$ cat config.mk
export PLATFORM = sky130hd
export DESIGN_NAME = nibble_frame_loader
export DESIGN_NICKNAME = d
export VERILOG_FILES = /design/src/rtl/nfl_defs.sv /design/src/rtl/sync_ff.sv /design/src/rtl/nibble_frame_loader.sv
export SDC_FILE = /design/constraint.sdc
export NUM_CORES = 1
export LEC_CHECK = 0
export CORE_MARGIN = 3
export CORE_UTILIZATION = 43
export DETAILED_ROUTE_END_ITERATION = 12
export PLACE_DENSITY = 0.61
export SYNTH_ARGS = -nofsm -noshare
export SYNTH_HDL_FRONTEND = slang
export SYNTH_SLANG_ARGS = --single-unit
$ cat constraint.sdc
create_clock -name clk -period 1.6 [get_ports clk]
set_input_delay 0.48 -clock clk [delete_from_list [all_inputs] [get_ports clk]]
set_output_delay 0.48 -clock clk [all_outputs]
set_load 0.005 [all_outputs]
$ cat src/rtl/nfl_defs.sv
// Shared definitions for the nibble frame loader: FSM encodings and data width.
package nfl_defs;

    localparam int DATA_W = 4;

    typedef enum logic [1:0] {
        IDLE   = 2'd0,
        DATA   = 2'd1,
        PARITY = 2'd2,
        STOP   = 2'd3
    } state_t;

endpackage

$ cat src/rtl/sync_ff.sv
// Multi-flop synchronizer for a single asynchronous bit; resets to 1 (idle-high line).
module sync_ff #(
    parameter int STAGES = 2
) (
    input  logic clk,
    input  logic reset,
    input  logic d,
    output logic q
);

    logic [STAGES-1:0] r_sync;

    always_ff @(posedge clk or posedge reset) begin
        if (reset) begin
            r_sync <= '1;
        end else begin
            r_sync <= {r_sync[STAGES-2:0], d};
        end
    end

    assign q = r_sync[STAGES-1];

endmodule

$ cat src/rtl/nibble_frame_loader.sv
// Receives start/4-data/[parity]/stop frames on a strobed serial line and
// presents each good nibble with a one-cycle load pulse.
import nfl_defs::*;

module nibble_frame_loader #(
    parameter int PARITY_EN   = 1,
    parameter int SYNC_STAGES = 2
) (
    input  logic              clk,
    input  logic              reset,
    input  logic              serial_in,
    input  logic              bit_en,
    output logic [DATA_W-1:0] data_out,
    output logic              load,
    output logic              busy,
    output logic              parity_err,
    output logic              framing_err
);

    logic              w_rx;
    state_t            r_state;
    state_t            w_next_state;
    logic [1:0]        r_count;
    logic [DATA_W-1:0] r_shift;
    logic              r_err;
    logic [DATA_W-1:0] r_data_out;
    logic              r_load;
    logic              r_parity_err;
    logic              r_framing_err;

    sync_ff #(
        .STAGES (SYNC_STAGES)
    ) u_sync (
        .clk   (clk),
        .reset (reset),
        .d     (serial_in),
        .q     (w_rx)
    );

    always_ff @(posedge clk or posedge reset) begin
        if (reset) begin
            r_state <= IDLE;
        end else begin
            r_state <= w_next_state;
        end
    end

    always_comb begin
        w_next_state = r_state;
        if (bit_en) begin
            case (r_state)
                IDLE:    if (!w_rx) w_next_state = DATA;
                DATA:    if (r_count == 2'd3) w_next_state = (PARITY_EN != 0) ? PARITY : STOP;
                PARITY:  w_next_state = STOP;
                STOP:    w_next_state = IDLE;
                default: w_next_state = IDLE;
            endcase
        end
    end

    // Frame datapath; everything here advances only on bit_en cycles except the load pulse.
    always_ff @(posedge clk or posedge reset) begin
        if (reset) begin
            r_count       <= 2'd0;
            r_shift       <= '0;
            r_err         <= 1'b0;
            r_data_out    <= '0;
            r_load        <= 1'b0;
            r_parity_err  <= 1'b0;
            r_framing_err <= 1'b0;
        end else begin
            r_load <= 1'b0;
            if (bit_en) begin
                case (r_state)
                    IDLE: begin
                        if (!w_rx) begin
                            r_count       <= 2'd0;
                            r_err         <= 1'b0;
                            r_parity_err  <= 1'b0;
                            r_framing_err <= 1'b0;
                        end
                    end
                    DATA: begin
                        r_shift[r_count] <= w_rx;
                        r_count          <= r_count + 2'd1;
                    end
                    PARITY: begin
                        r_err <= ^{r_shift, w_rx};
                    end
                    STOP: begin
                        if (!w_rx) r_framing_err <= 1'b1;
                        if (r_err) r_parity_err <= 1'b1;
                        if (w_rx && !r_err) begin
                            r_data_out <= r_shift;
                            r_load     <= 1'b1;
                        end
                    end
                    default: begin
                        r_count <= 2'd0;
                    end
                endcase
            end
        end
    end

    assign data_out    = r_data_out;
    assign load        = r_load;
    assign busy        = (r_state != IDLE);
    assign parity_err  = r_parity_err;
    assign framing_err = r_framing_err;

endmodule

==> results of run 1 <==
## critical path, delay by kind of cell (launching register included)
kind       cells  cell delay, ns
buf+inv        3            0.23
flops          1            0.40
fa+ha+maj      1            0.13
## power by group through the flow
stage	Sequential, mW	Combinational [mW]	Clock [mW]
final	0.752	1.08	0.228
after global routing	0.781	1.22	0.263
after CTS	0.751	1.07	0.238
after detailed placement	0.764	1.05	0
after global placement	0.756	1.03	0
after floorplan	0.751	0.656	0
## synth_stat cells
library cell	n	area (um^2)
a21boi_4	1	18.77
a21oi_1	1	5.000
a2bb2oi_1	1	8.760
buf_4	1	7.510
buf_6	1	11.26
dfrtp_1	16	400.4
dfstp_2	2	52.55
ha_1	10	125.1
inv_1	9	33.78
mux2_1	4	45.04
mux2_4	5	75.07
mux2i_1	3	30.03
nand2_1	6	22.52
nand3_1	5	25.02
nand3b_1	2	15.01
nand4b_4	1	23.77
nor2_1	1	3.750
nor2b_1	2	12.51
o21ai_0	1	5.000
o21ai_2	2	17.52
o2bb2ai_1	1	8.760
xnor2_1	2	17.52
xnor3_1	1	22.52
## layer usage
metal / track usage [%] / part of all wire (%)
met3: 3.324 / 2.9
met2: 25.60 / 51
met1: 16.15 / 44
met5: 0 / 0
met4: 6.383 / 1.9
## worst max path at each step
stage                     from     endpoint  slack [ns]
floorplan           r_state[0]   r_state[1]        0.22
global placement        bit_en  data_out[3]       -0.11
detailed placement      bit_en  data_out[3]       -0.13
CTS                 r_state[1]         busy        0.04
global route        r_state[1]         busy       0.004
finish              r_state[1]         busy        0.08
## cell type report
| type | instances | area share (%) |
|---|---|---|
| tap | 27 | 2.719 |
| sequential | 18 | 36.46 |
| multi-input combinational | 49 | 39.78 |
| clock buffer | 4 | 2.115 |
| timing repair buffer | 25 | 16.21 |
| inverter | 9 | 2.719 |
## layout by cell type, fill, tap and decap left out, drive strengths merged
cell            n
nand3b          2
clkdlybuf4s50   3
o21ai           3
nor2            1
mux2i           3
nor2b           2
buf            15
dfstp           2
a2bb2oi         1
o2bb2ai         1
nand3           5
xnor2           2
nand2           6
clkbuf          4
ha             10
xnor3           1
inv             9
dlygate4sd2     7
a21oi           1
dfrtp          16
mux2            9
nand4b          1
a21boi          1
## timing repair
item,CTS,global route
resized for setup,13,2
setup buffers,5,0
endpoints found under the setup margin,8,1
hold buffers,0,0
pin swaps,1,0
## cell families after synthesis
family | Yosys count | synth area share [%]
flip-flops | 18 | 45.88
AND/OR/NAND/NOR | 17 | 10.39
multiplexers | 12 | 15.21
buffers and inverters | 11 | 5.323
adder cells (fa/ha/maj) | 10 | 12.67
AO/OA/AOI/OAI | 7 | 6.464
XOR/XNOR | 3 | 4.056
## state kept, by name, indices dropped and copies added (netlist names)
signal	count
data_out	4
r_shift	4
r_count	2
r_state	2
u_sync.r_sync	2
framing_err	1
load	1
parity_err	1
r_err	1
## through the flow
| stage | power [mW] | utilization, % | cells | setup slack, ns | hold WS (ns) |
|---|---|---|---|---|---|
| global placement | 1.786 | 57.22 | 123 | -0.1097 | 0.3493 |
| finish | 2.058 | 60.25 | 132 | 0.08408 | 0.3650 |
| CTS | 2.065 | 59.77 | 132 | 0.03643 | 0.3681 |
| detailed placement | 1.809 | 57.22 | 123 | -0.1336 | 0.3499 |
| floorplan | 1.408 | - | 78 | 0.2188 | 0.3452 |
| global route | 2.261 | 60.25 | 132 | 0.004453 | 0.3713 |
==> summary.txt, run 1 <==
Synthesis
  • Netlist area before placement: 987.2 um^2
  • Warnings, synthesis: 0
  • Seq/Total Area, Yosys: 45.88%
  • Post-synth cell types: 23
  • Synth Instances: 78
  • Syn avg cell area: 12.66 um^2
  • Syn Nets: 92
  • Synthesis-stage register bit count: 18

Cells and area
  • Final nets: 120
  • Area Overhead vs Synth: 25.86%
  • Layout fillers: 178
  • Register Area: 452.9 um^2
  • Footprint of the multi-input gates: 494.2 um^2
  • Share of layout cells above drive strength 1: 30.48%
  • Final Instance Area: 1242 um^2
  • Antenna diodes: 0

Clock network
  • Clock root buffer: clkbuf_4
  • H-tree Lvls: 1
  • TritonCTS clock tree: yes
  • Clk buf depth: 2
  • Clock sink count: 18
  • Worst-Skew Late Latency: 0.29 ns
  • CTS Buf Count: 3
  • Reg clk slew, reported paths: 0.09 ns

Worst setup path
  • RR Endpoint: r_state[1]
  • Type of origin of the critical path: flop
  • Worst-path maximum fanout: 2
  • Critical Setup Path Class: reg2out
  • CP max stage delay: 0.40 ns
  • Worst r2r src: r_state[1]
  • Setup crit end kind: primary output
  • Worst R2R Path Depth: 7
  • FF-to-FF setup slack: 0.11 ns
  • Slowest CP cell: dfrtp_1
  • Arrival time at the worst endpoint: 1.04 ns
  • CP Cell Sequence: inv_2 -> ha_4 -> inv_1 -> buf_2
  • Required @ worst endpoint: 1.12 ns

Hold path
  • Worst hold path depth: 0
  • Hold Crit Start: u_sync.r_sync[0]
  • Hold/Removal Path Class: reg2reg
  • Hold Crit Endpoint: u_sync.r_sync[1]

Power and ir drop
  • PD cells: 1657 nW/um^2
  • Maximum VDD drop: 1.082 mV
  • Sw power: 0.6971 mW
  • Sw Share: 33.87%
  • Clock share of power: 11.1%
  • Internal Pwr Total: 1.361 mW
  • Sequential share of power: 36.5%
  • Comb pwr share: 52.4%
  • P_leak: 0.6608 nW

STA
  • Worst Tran Pin Value: 0.2589 ns
  • Period minus WS final: 1.516 ns
  • Max-slew violation count: 0
  • Unrepaired setup endpoints after global routing: no
  • Final period utilization: 94.74%
  • Final hold violations: 0
  • Finish-stage setup viols: 0
  • Peak Freq: 659.7 MHz
  • Clock skew: 0.009968 ns
  • Setup_tns: 0 ns
  • Max transition margin: 82.74%

Floorplan
  • Core area: 2062 um^2
  • I/O Pins: 12
  • Row cnt: 16
  • Die width: 53.92 um
  • Initial core utilization: 47.88%
  • Die ar.: 2907 um^2
  • Die height: 53.92 um

Detailed routing
  • Avg WL per Cell: 12.20 um
  • ANT nets after route: 0
  • DR vias/cell: 4.811
  • Routed WL: 1611 um
  • 1st-iter DRT viols: 2
  • Drc violations: 0
  • Vias: 635
  • Initial DRT Pass Iterations: 2

Global routing
  • Vias in the first global route: 670
  • GRT overflow: 0
  • Pin count of the biggest net entering global routing: 19
  • GRT Total Usage: 14.39%
  • Global-route wire length before repair: 2925 um
  • Initial antenna violation count: 0

Flow run
  • MaxCap Viol Count: 0

Placement
  • Placer's final routability congestion estimate: 0.6750
  • DP Area: 1180 um^2
  • Number of buffers added on ports: 11
  • Final HPWL DP: 1256 um

Run status
  • Status: finished clean
Note: power is estimated with default switching activity, not from simulation.
==> run 2: changes to the inputs <==
--- a/config.mk
+++ b/config.mk
@@ -9,6 +9,8 @@
 export CORE_UTILIZATION = 43
 export DETAILED_ROUTE_END_ITERATION = 12
 export PLACE_DENSITY = 0.61
+export SETUP_SLACK_MARGIN = 0.05
+export SKIP_LAST_GASP = 1
 export SYNTH_ARGS = -nofsm -noshare
 export SYNTH_HDL_FRONTEND = slang
 export SYNTH_SLANG_ARGS = --single-unit
==> summary.txt, run 2 (synthesized netlist as in run 1, its figures left out) <==
Run status
  • Status: finished clean

Worst setup path
  • Worst R2R Path Depth: 7
  • CP Cell Sequence: inv_2 -> ha_4 -> inv_2 -> buf_6
  • Worst Setup SP: r_state[0]
  • Type of origin of the critical path: flop
  • Arrival time at the worst endpoint: 1.02 ns
  • Setup crit end kind: primary output
  • Cell repeated most along the worst path: inv_2
  • FF-to-FF setup slack: 0.11 ns
  • CP Depth: 4
  • Setup crit end: busy
  • CP top delay family: flip-flops
  • Critical Setup Path Class: reg2out
  • RR Endpoint: r_state[1]
  • Slowest CP cell: dfrtp_1
  • Worst-path maximum fanout: 2
  • Worst r2r src: r_state[0]
  • CP Buf/Inv Count: 3
  • CP max stage delay: 0.40 ns
  • Required @ worst endpoint: 1.12 ns

Clock network
  • Clock root buffer: clkbuf_4
  • Clk buf depth: 2
  • Clock sink count: 18
  • CTS Buf Count: 3
  • TritonCTS clock tree: yes
  • Reg clk slew, reported paths: 0.09 ns
  • Worst-Skew Late Latency: 0.28 ns
  • Hold buffers post-CTS: 0
  • H-tree Lvls: 1

Placement
  • Placed cells: 123
  • Number of buffers added on ports: 11
  • Placer's final routability congestion estimate: 0.6750
  • DP Worst Slack: -0.1336 ns
  • Final HPWL DP: 1256 um

Power and ir drop
  • Maximum VDD drop: 1.150 mV
  • Sw power: 0.7103 mW
  • PD cells: 1665 nW/um^2
  • Sequential share of power: 35.9%
  • Sw Share: 33.82%
  • Clock share of power: 10.7%
  • P_leak: 0.6612 nW
  • Internal Pwr Total: 1.390 mW
  • Comb pwr share: 53.5%
  • Final Total Pwr: 2.100 mW

Cells and area
  • Share of layout cells above drive strength 1: 33.33%
  • Most common cell after layout, fill and taps aside: dfrtp_1
  • Final nets: 120
  • Antenna diodes: 0
  • Non-Filler Instances: 132
  • Commonest non-fill, non-tap cells in the layout: dfrtp_1 (16), buf_4 (14), ha_1 (7), dlygate4sd2_1 (7)
  • Area Overhead vs Synth: 27.76%

Detailed routing
  • Met2 WL: 850 um
  • Met3 routed wirelength: 46 um
  • Met1 Wirelength: 690 um
  • Drc violations: 0
  • Avg WL per Cell: 12.24 um
  • 1st-iter DRT viols: 2
  • Highest metal used: met4
  • ANT nets after route: 0
  • Initial DRT Pass Iterations: 4
  • Routed WL: 1616 um
  • DR vias/cell: 4.826
  • Vias: 637

STA
  • Worst Tran Pin Value: 0.2602 ns
  • Finish-stage setup viols: 0
  • Max transition margin: 82.65%
  • Peak Freq: 665.2 MHz
  • Hold_ws: 0.3650 ns
  • Final period utilization: 93.95%
  • Period minus WS final: 1.503 ns
  • Clock skew: 0.005433 ns
  • Unrepaired setup endpoints after global routing: yes
  • Max-slew violation count: 0
  • Final hold violations: 0
  • Final worst setup slack: 0.09676 ns
  • Setup_tns: 0 ns

Floorplan
  • Die width: 53.92 um
  • Die height: 53.92 um
  • I/O Pins: 12
  • Die ar.: 2907 um^2
  • Row cnt: 16
  • Initial core utilization: 47.88%
  • Core area: 2062 um^2

Global routing
  • GRT Total Usage: 14.39%
  • Pin count of the biggest net entering global routing: 19
  • Global-route wire length before repair: 2925 um
  • GRT overflow: 0
  • Initial antenna violation count: 0
  • Vias in the first global route: 670

Flow run
  • MaxCap Viol Count: 0

Hold path
  • Hold/Removal Path Class: reg2reg
-- run 2: worst min path at each step --
stage,start,endpoint,slack [ns],cells after the start
after CTS,u_sync.r_sync[0],u_sync.r_sync[1],0.37,0
after global routing,u_sync.r_sync[0],u_sync.r_sync[1],0.37,0
after detailed placement,u_sync.r_sync[0],u_sync.r_sync[1],0.35,0
final,u_sync.r_sync[0],u_sync.r_sync[1],0.36,0
after global placement,u_sync.r_sync[0],u_sync.r_sync[1],0.35,0
after floorplan,u_sync.r_sync[0],u_sync.r_sync[1],0.35,0
-- run 2: repair_timing --
item	CTS	global route
gates resized for setup	13	7
pin swaps	1	3
endpoints found under the hold margin	0	0
endpoints found under the setup margin	8	3
setup buffers	5	0
-- run 2: cell type report --
type / instances / area (um^2)
multi-input cells: 49 / 506.7
fillers: 176 / 800.8
clock buffers: 4 / 26.28
repair buffers: 25 / 207.7
well taps: 27 / 33.78
flip-flops and latches: 18 / 452.9
inverters: 9 / 33.78
-- run 2: worst register-to-register path, cell delays in order (launching register included) --
cell and delay, ns:
dfrtp_1 0.37, inv_2 0.06, ha_4 0.16, buf_4 0.12, buf_4 0.13, a21boi_4 0.16, o21ai_4 0.09, mux2_4 0.30
-- run 2: per-stage QoR --
stage               area, um^2  utilization, %
finish                    1261           61.17
global route              1261           61.17
CTS                       1232           59.77
detailed placement        1180           57.22
global placement          1180           57.22
floorplan                987.2               -
-- run 2: metal layers --
| layer | track usage [%] | up-vias |
|---|---|---|
| met1 | 16.15 | 312 |
| li1 | - | 314 |
| met5 | 0 | - |
| met2 | 25.60 | 7 |
| met3 | 3.324 | 4 |
| met4 | 6.383 | 0 |
-- run 2: power groups by stage --
stage / clock network, mW / logic, mW / registers (mW)
CTS: 0.238 / 1.07 / 0.751
finish: 0.224 / 1.12 / 0.754
floorplan: 0 / 0.656 / 0.751
detailed placement: 0 / 1.05 / 0.764
global route: 0.263 / 1.26 / 0.781
global placement: 0 / 1.03 / 0.756
==> RTL change 1 (config.mk and constraints of run 1) <==
Change the parameter `SYNC_STAGES` from 2 to 4.
--- a/src/rtl/nibble_frame_loader.sv
+++ b/src/rtl/nibble_frame_loader.sv
@@ -5,5 +5,5 @@
 module nibble_frame_loader #(
     parameter int PARITY_EN   = 1,
-    parameter int SYNC_STAGES = 2
+    parameter int SYNC_STAGES = 4
 ) (
     input  logic              clk,
Check against the original RTL: not equivalent (a bounded check fails within 4 cycles, from zero or initial values and one cycle with reset high).
==> RTL change 1 against run 1 <==
Wire length is 2.8% higher. Worst setup slack worse by 14 ps. Total power is 10% higher. Largest cell class is now sequential cells. Final area is 6.6% higher. Critical path type unchanged. Critical path depth stayed put. Global-route usage is 1.8 points lower. Cell count is 2.3% higher. Clock power is 81% higher. Clock skew is 3.5 ps lower. Sequential power is 4.4% higher. Sequential cell count is 2 higher. Via count is 1.1% lower. Synthesized area is 5.6% higher.
==> RTL change 1: results (changes against run 1) <==
- Largest net degree at the start of global routing: 21 (+2)
- Hold_sp: u_sync.r_sync[2]$_DFF_PP1_
- Register clock-pin slew on the reported worst setup and hold paths: 120 ps (+30 ps)
- Top cells by area, synth: dfrtp_1 (38%), ha_1 (12%), dfstp_2 (10%)
- Layout cell share with drive strength beyond 1: 35.51% (+5.0 points)
- Global-route wire length before repair: 2.939 mm (+0.48%)
- Met3 usage: 5.140% (+1.8 points)
- Worst VDD drop: 1.071 mV (-1.1%)
- Clock power frac: 18.2% (+7.1 points)
- Fraction of power spent switching nets: 31.13% (-2.7 points)
- Compound-gate portion of the synthesized area: 6.603% (+0.14 points)
- Sequential share of the synthesized area: 48.50% (+2.6 points)
- Post-place setup slack: -139.5 ps (-5.909 ps)
- Post-synthesis mux area share: 14.89% (-0.32 points)
- Met1 Track Usage GR: 15.27% (-0.88 points)
- Non-filler instance count after layout: 135 (+2.3%)
- RePlAce Congestion: 0.6570 (-2.7%)
- Hold endpoint: u_sync.r_sync[3]$_DFF_PP1_
- Hold WS: 362.1 ps (-2.920 ps)
- Post-Route M1 WL: 781 um (+9.1%)
- Yosys cell types: 22 (-4.3%)
- Layout area overhead: 27.13%
- Final nets: 122 (+1.7%)
- HPWL after DPL: 1.241 mm (-1.2%)
- Syn Area/Cell: 13.03 um^2 (+2.9%)
- Placed Instances: 126 (+2.4%)
- Max Fanout on Critical Path: 2 (unchanged)
- LEAKAGE: 0.6969 nW (+5.5%)
- Fillers: 201 (+13%)
- Worst slew pin tran: 260.8 ps (+1.864 ps)
- Routed WL: 1.656 mm (+2.8%)
- DR top layer: met4
- Status: complete, no violations
- Placed cell area: 1236 um^2 (+4.8%)
- Routed wl met2: 766 um (-6.1%)
- Top cells by count, synth: dfrtp_1 (16), ha_1 (10), inv_1 (9)
- Synth Area in XOR/XNOR: 3.842% (-0.21 points)
- Metal3 WL: 76 um (+62%)
- Adder-Cell Fraction of Synth Area: 12.00% (-0.67 points)
- Vias in the first global route: 648 (-3.3%)
- GRT Total Usage: 12.60% (-1.8 points)
- Via count: 628 (-1.1%)
- P_int: 1.561 mW (+15%)
- Met2 Use GR: 19.76% (-5.8 points)
- R2r setup slk: 90 ps (-20 ps)
- Initial DRC count: 3 (+1)
[RTL change 1: layout make-up]
cell class / count / share of cell area, %
clock inverter: 1 / 2.266
clock buffer: 3 / 1.700
tap: 28 / 2.644
inverter: 9 / 2.550
timing repair buffer: 25 / 15.20
multi-input combinational: 49 / 37.49
sequential: 20 / 38.15
[RTL change 1: worst max-delay path, stage by stage, from the launching register on]
cell      delay [ps]
dfrtp_1          400
inv_2             90
ha_4             140
inv_2             20
clkbuf_2         100
[RTL change 1: worst max path at each step]
stage / start / endpoint / slack [ps]
4_1_cts: r_state[1]$_DFFE_PP0P_ / busy / -50
3_5_place_dp: bit_en / data_out[3]$_DFFE_PP0P_ / -140
6_report: r_state[0]$_DFFE_PP0P_ / busy / 70
3_3_place_gp: bit_en / data_out[2]$_DFFE_PP0P_ / -120
5_1_grt: r_state[0]$_DFFE_PP0P_ / busy / -10
2_1_floorplan: r_state[0]$_DFFE_PP0P_ / r_state[0]$_DFFE_PP0P_ / 210
==> RTL change 2 (settings of run 1) <==
Made on the original files. Register the output `data_out` once more, with the module's reset; this adds one clock of latency there. The other outputs are not delayed to match.
--- a/src/rtl/nibble_frame_loader.sv
+++ b/src/rtl/nibble_frame_loader.sv
@@ -104,5 +104,11 @@
     end
 
-    assign data_out    = r_data_out;
+    always_ff @(posedge clk or posedge reset) begin
+        if (reset) begin
+            data_out <= '0;
+        end else begin
+            data_out <= r_data_out;
+        end
+    end
     assign load        = r_load;
     assign busy        = (r_state != IDLE);
Check against the original RTL: not equivalent (a bounded check fails within 10 cycles, from zero or initial values and one cycle with reset high).
==> RTL change 2 against run 1 <==
Worst hold slack better by 1.5 ps. Total power is 10% higher. Final area is 8.0% higher. Wire length is 3.8% higher. Register-to-register slack worse by 20 ps. Worst setup slack worse by 0.81 ps. Synthesized area is 9.9% higher. Fmax hardly changed. Largest power group unchanged. Sequential cell count is 4 higher.
==> RTL change 2: results (changes against run 1) <==
- Critical register-to-register path endpoint: r_state[1]$_DFFE_PP0P_
- Via count: 639 (+0.63%)
- Detailed Routing Iterations Pass 1: 4 (+2)
- Root buffer cell: clkbuf_4
- Top cells by area, synth: dfrtp_1 (46%), ha_1 (12%), mux2_4 (6.9%)
- Switch Pwr: 731.8 uW (+5.0%)
- Yosys cell types: 23 (unchanged)
- Clock H-tree levels: 1 (unchanged)
- Routed WL: 1.673 mm (+3.8%)
- I/O Buffers: 11 (unchanged)
- Fillers: 199 (+12%)
- Hold depth: 0 (unchanged)
- Synth Area in XOR/XNOR: 3.691% (-0.36 points)
- Compound-gate portion of the synthesized area: 6.344% (-0.12 points)
- Adder-Cell Fraction of Synth Area: 11.53% (-1.1 points)
- Syn nets: 96 (+4.3%)
- R2r worst-path depth: 7 (unchanged)
- Layout cell share with drive strength beyond 1: 31.78% (+1.3 points)
- HPWL after DPL: 1.313 mm (+4.5%)
- Vias in the first global route: 694 (+3.6%)
- WP data arrival: 1040 ps (about the same)
- Initial antenna violation count: 0 (unchanged)
- Worst VDD drop: 1.104 mV (+1.9%)
- Cell taking the most area after synthesis: dfrtp_1
- RePlAce Congestion: 0.7684 (+14%)
- Rows: 17 (+1)
- Top Registers: data_out x4, r_data_out x4, r_shift x4
- Clock latency on the worst-skew pair: 290 ps (about the same)
- Global-route wire length before repair: 3.084 mm (+5.4%)
- LEAKAGE: 0.7030 nW (+6.4%)
- Status: complete, no violations
- Antenna cell count: 0 (unchanged)
- Setup Skew: 2.366 ps (-7.602 ps)
- Register clock-pin slew on the reported worst setup and hold paths: 110 ps (+20 ps)
- GRT Total Usage: 12.40% (-2.0 points)
- Post-synthesis mux area share: 13.84% (-1.4 points)
- Final nets: 122 (+1.7%)
- Largest net degree at the start of global routing: 23 (+4)
- Sequential share of the synthesized area: 50.98% (+5.1 points)
- Initial DRC count: 5 (+3)
- Top cells by count, synth: dfrtp_1 (20), ha_1 (10), inv_1 (9)
- R2r setup slk: 90 ps (-20 ps)
- Max transition margin: 81.65% (-1.1 points)
[RTL change 2: cell types whose count changed after synthesis, sizes merged]
cell / before / now
dfrtp: 16 / 20
o21ai: 3 / 4
nand3b: 2 / 1
[RTL change 2: final cells by class]
cell class                      count  share of cell area, %
Sequential cell                    22                  41.23
Multi-Input combinational cell     49                  37.03
Inverter                            9                  2.519
Tap cell                           28                  2.612
Timing Repair Buffer               23                  13.90
Clock buffer                        4                  2.705
[RTL change 2: layer usage]
layer | share of wire (%) | GRT usage (%) | routed length (um) | vias up
met5 | 0 | 0 | 0 | -
met1 | 45 | 15.03 | 746 | 309
li1 | - | - | - | 322
met2 | 52 | 21.37 | 862 | 6
met3 | 3.3 | 4.408 | 55 | 2
met4 | 0.54 | 2.034 | 9 | 0
[RTL change 2: metrics by stage]
stage / std cells / worst slack, ps / TNS [ps] / cell area [um^2] / hold slack [ps]
2_1_floorplan: 82 / 218.7 / 0 / 1085 / 345.2
3_3_place_gp: 128 / -159.3 / -1182 / 1279 / 345.6
3_5_place_dp: 128 / -193.9 / -1327 / 1279 / 352.0
4_1_cts: 135 / -33.31 / -33.31 / 1341 / 369.9
5_1_grt: 135 / -12.05 / -12.05 / 1341 / 376.3
6_report: 135 / 83.28 / 0 / 1341 / 366.5
[RTL change 2: repair_timing]
action                                  4_1_cts  5_1_grt
resized for setup                            13        4
buffers inserted                              3        0
pin swaps                                     1        2
hold buffers                                  0        0
endpoints found under the setup margin        8        3
[RTL change 2: worst max-delay path by stage]
stage | startpoint | endpoint | slack [ps] | cells past startpoint
finish | r_state[0]$_DFFE_PP0P_ | busy | 80 | 4
global route | r_state[0]$_DFFE_PP0P_ | busy | -10 | 4
CTS | r_state[1]$_DFFE_PP0P_ | busy | -30 | 4
detailed placement | bit_en | r_data_out[1]$_DFFE_PP0P_ | -190 | 4
global placement | bit_en | r_data_out[2]$_DFFE_PP0P_ | -160 | 4
floorplan | r_state[0]$_DFFE_PP0P_ | r_state[1]$_DFFE_PP0P_ | 220 | 5
[RTL change 2: cell families after synthesis]
| family | Yosys count |
|---|---|
| AOI/OAI and AO/OA | 8 |
| xor gates and xnor gates | 3 |
| adders and majority gates | 10 |
| buffers and inverters | 11 |
| DFF | 22 |
| muxes | 12 |
| and+or+nand+nor | 16 |
[RTL change 2: power by group through the flow]
stage / registers (mW) / clock network (mW) / logic (mW)
4_1_cts: 0.915 / 0.311 / 1.09
3_3_place_gp: 0.913 / 0 / 1.04
3_5_place_dp: 0.924 / 0 / 1.05
6_report: 0.907 / 0.292 / 1.08
2_1_floorplan: 0.902 / 0 / 0.662
5_1_grt: 0.942 / 0.342 / 1.21
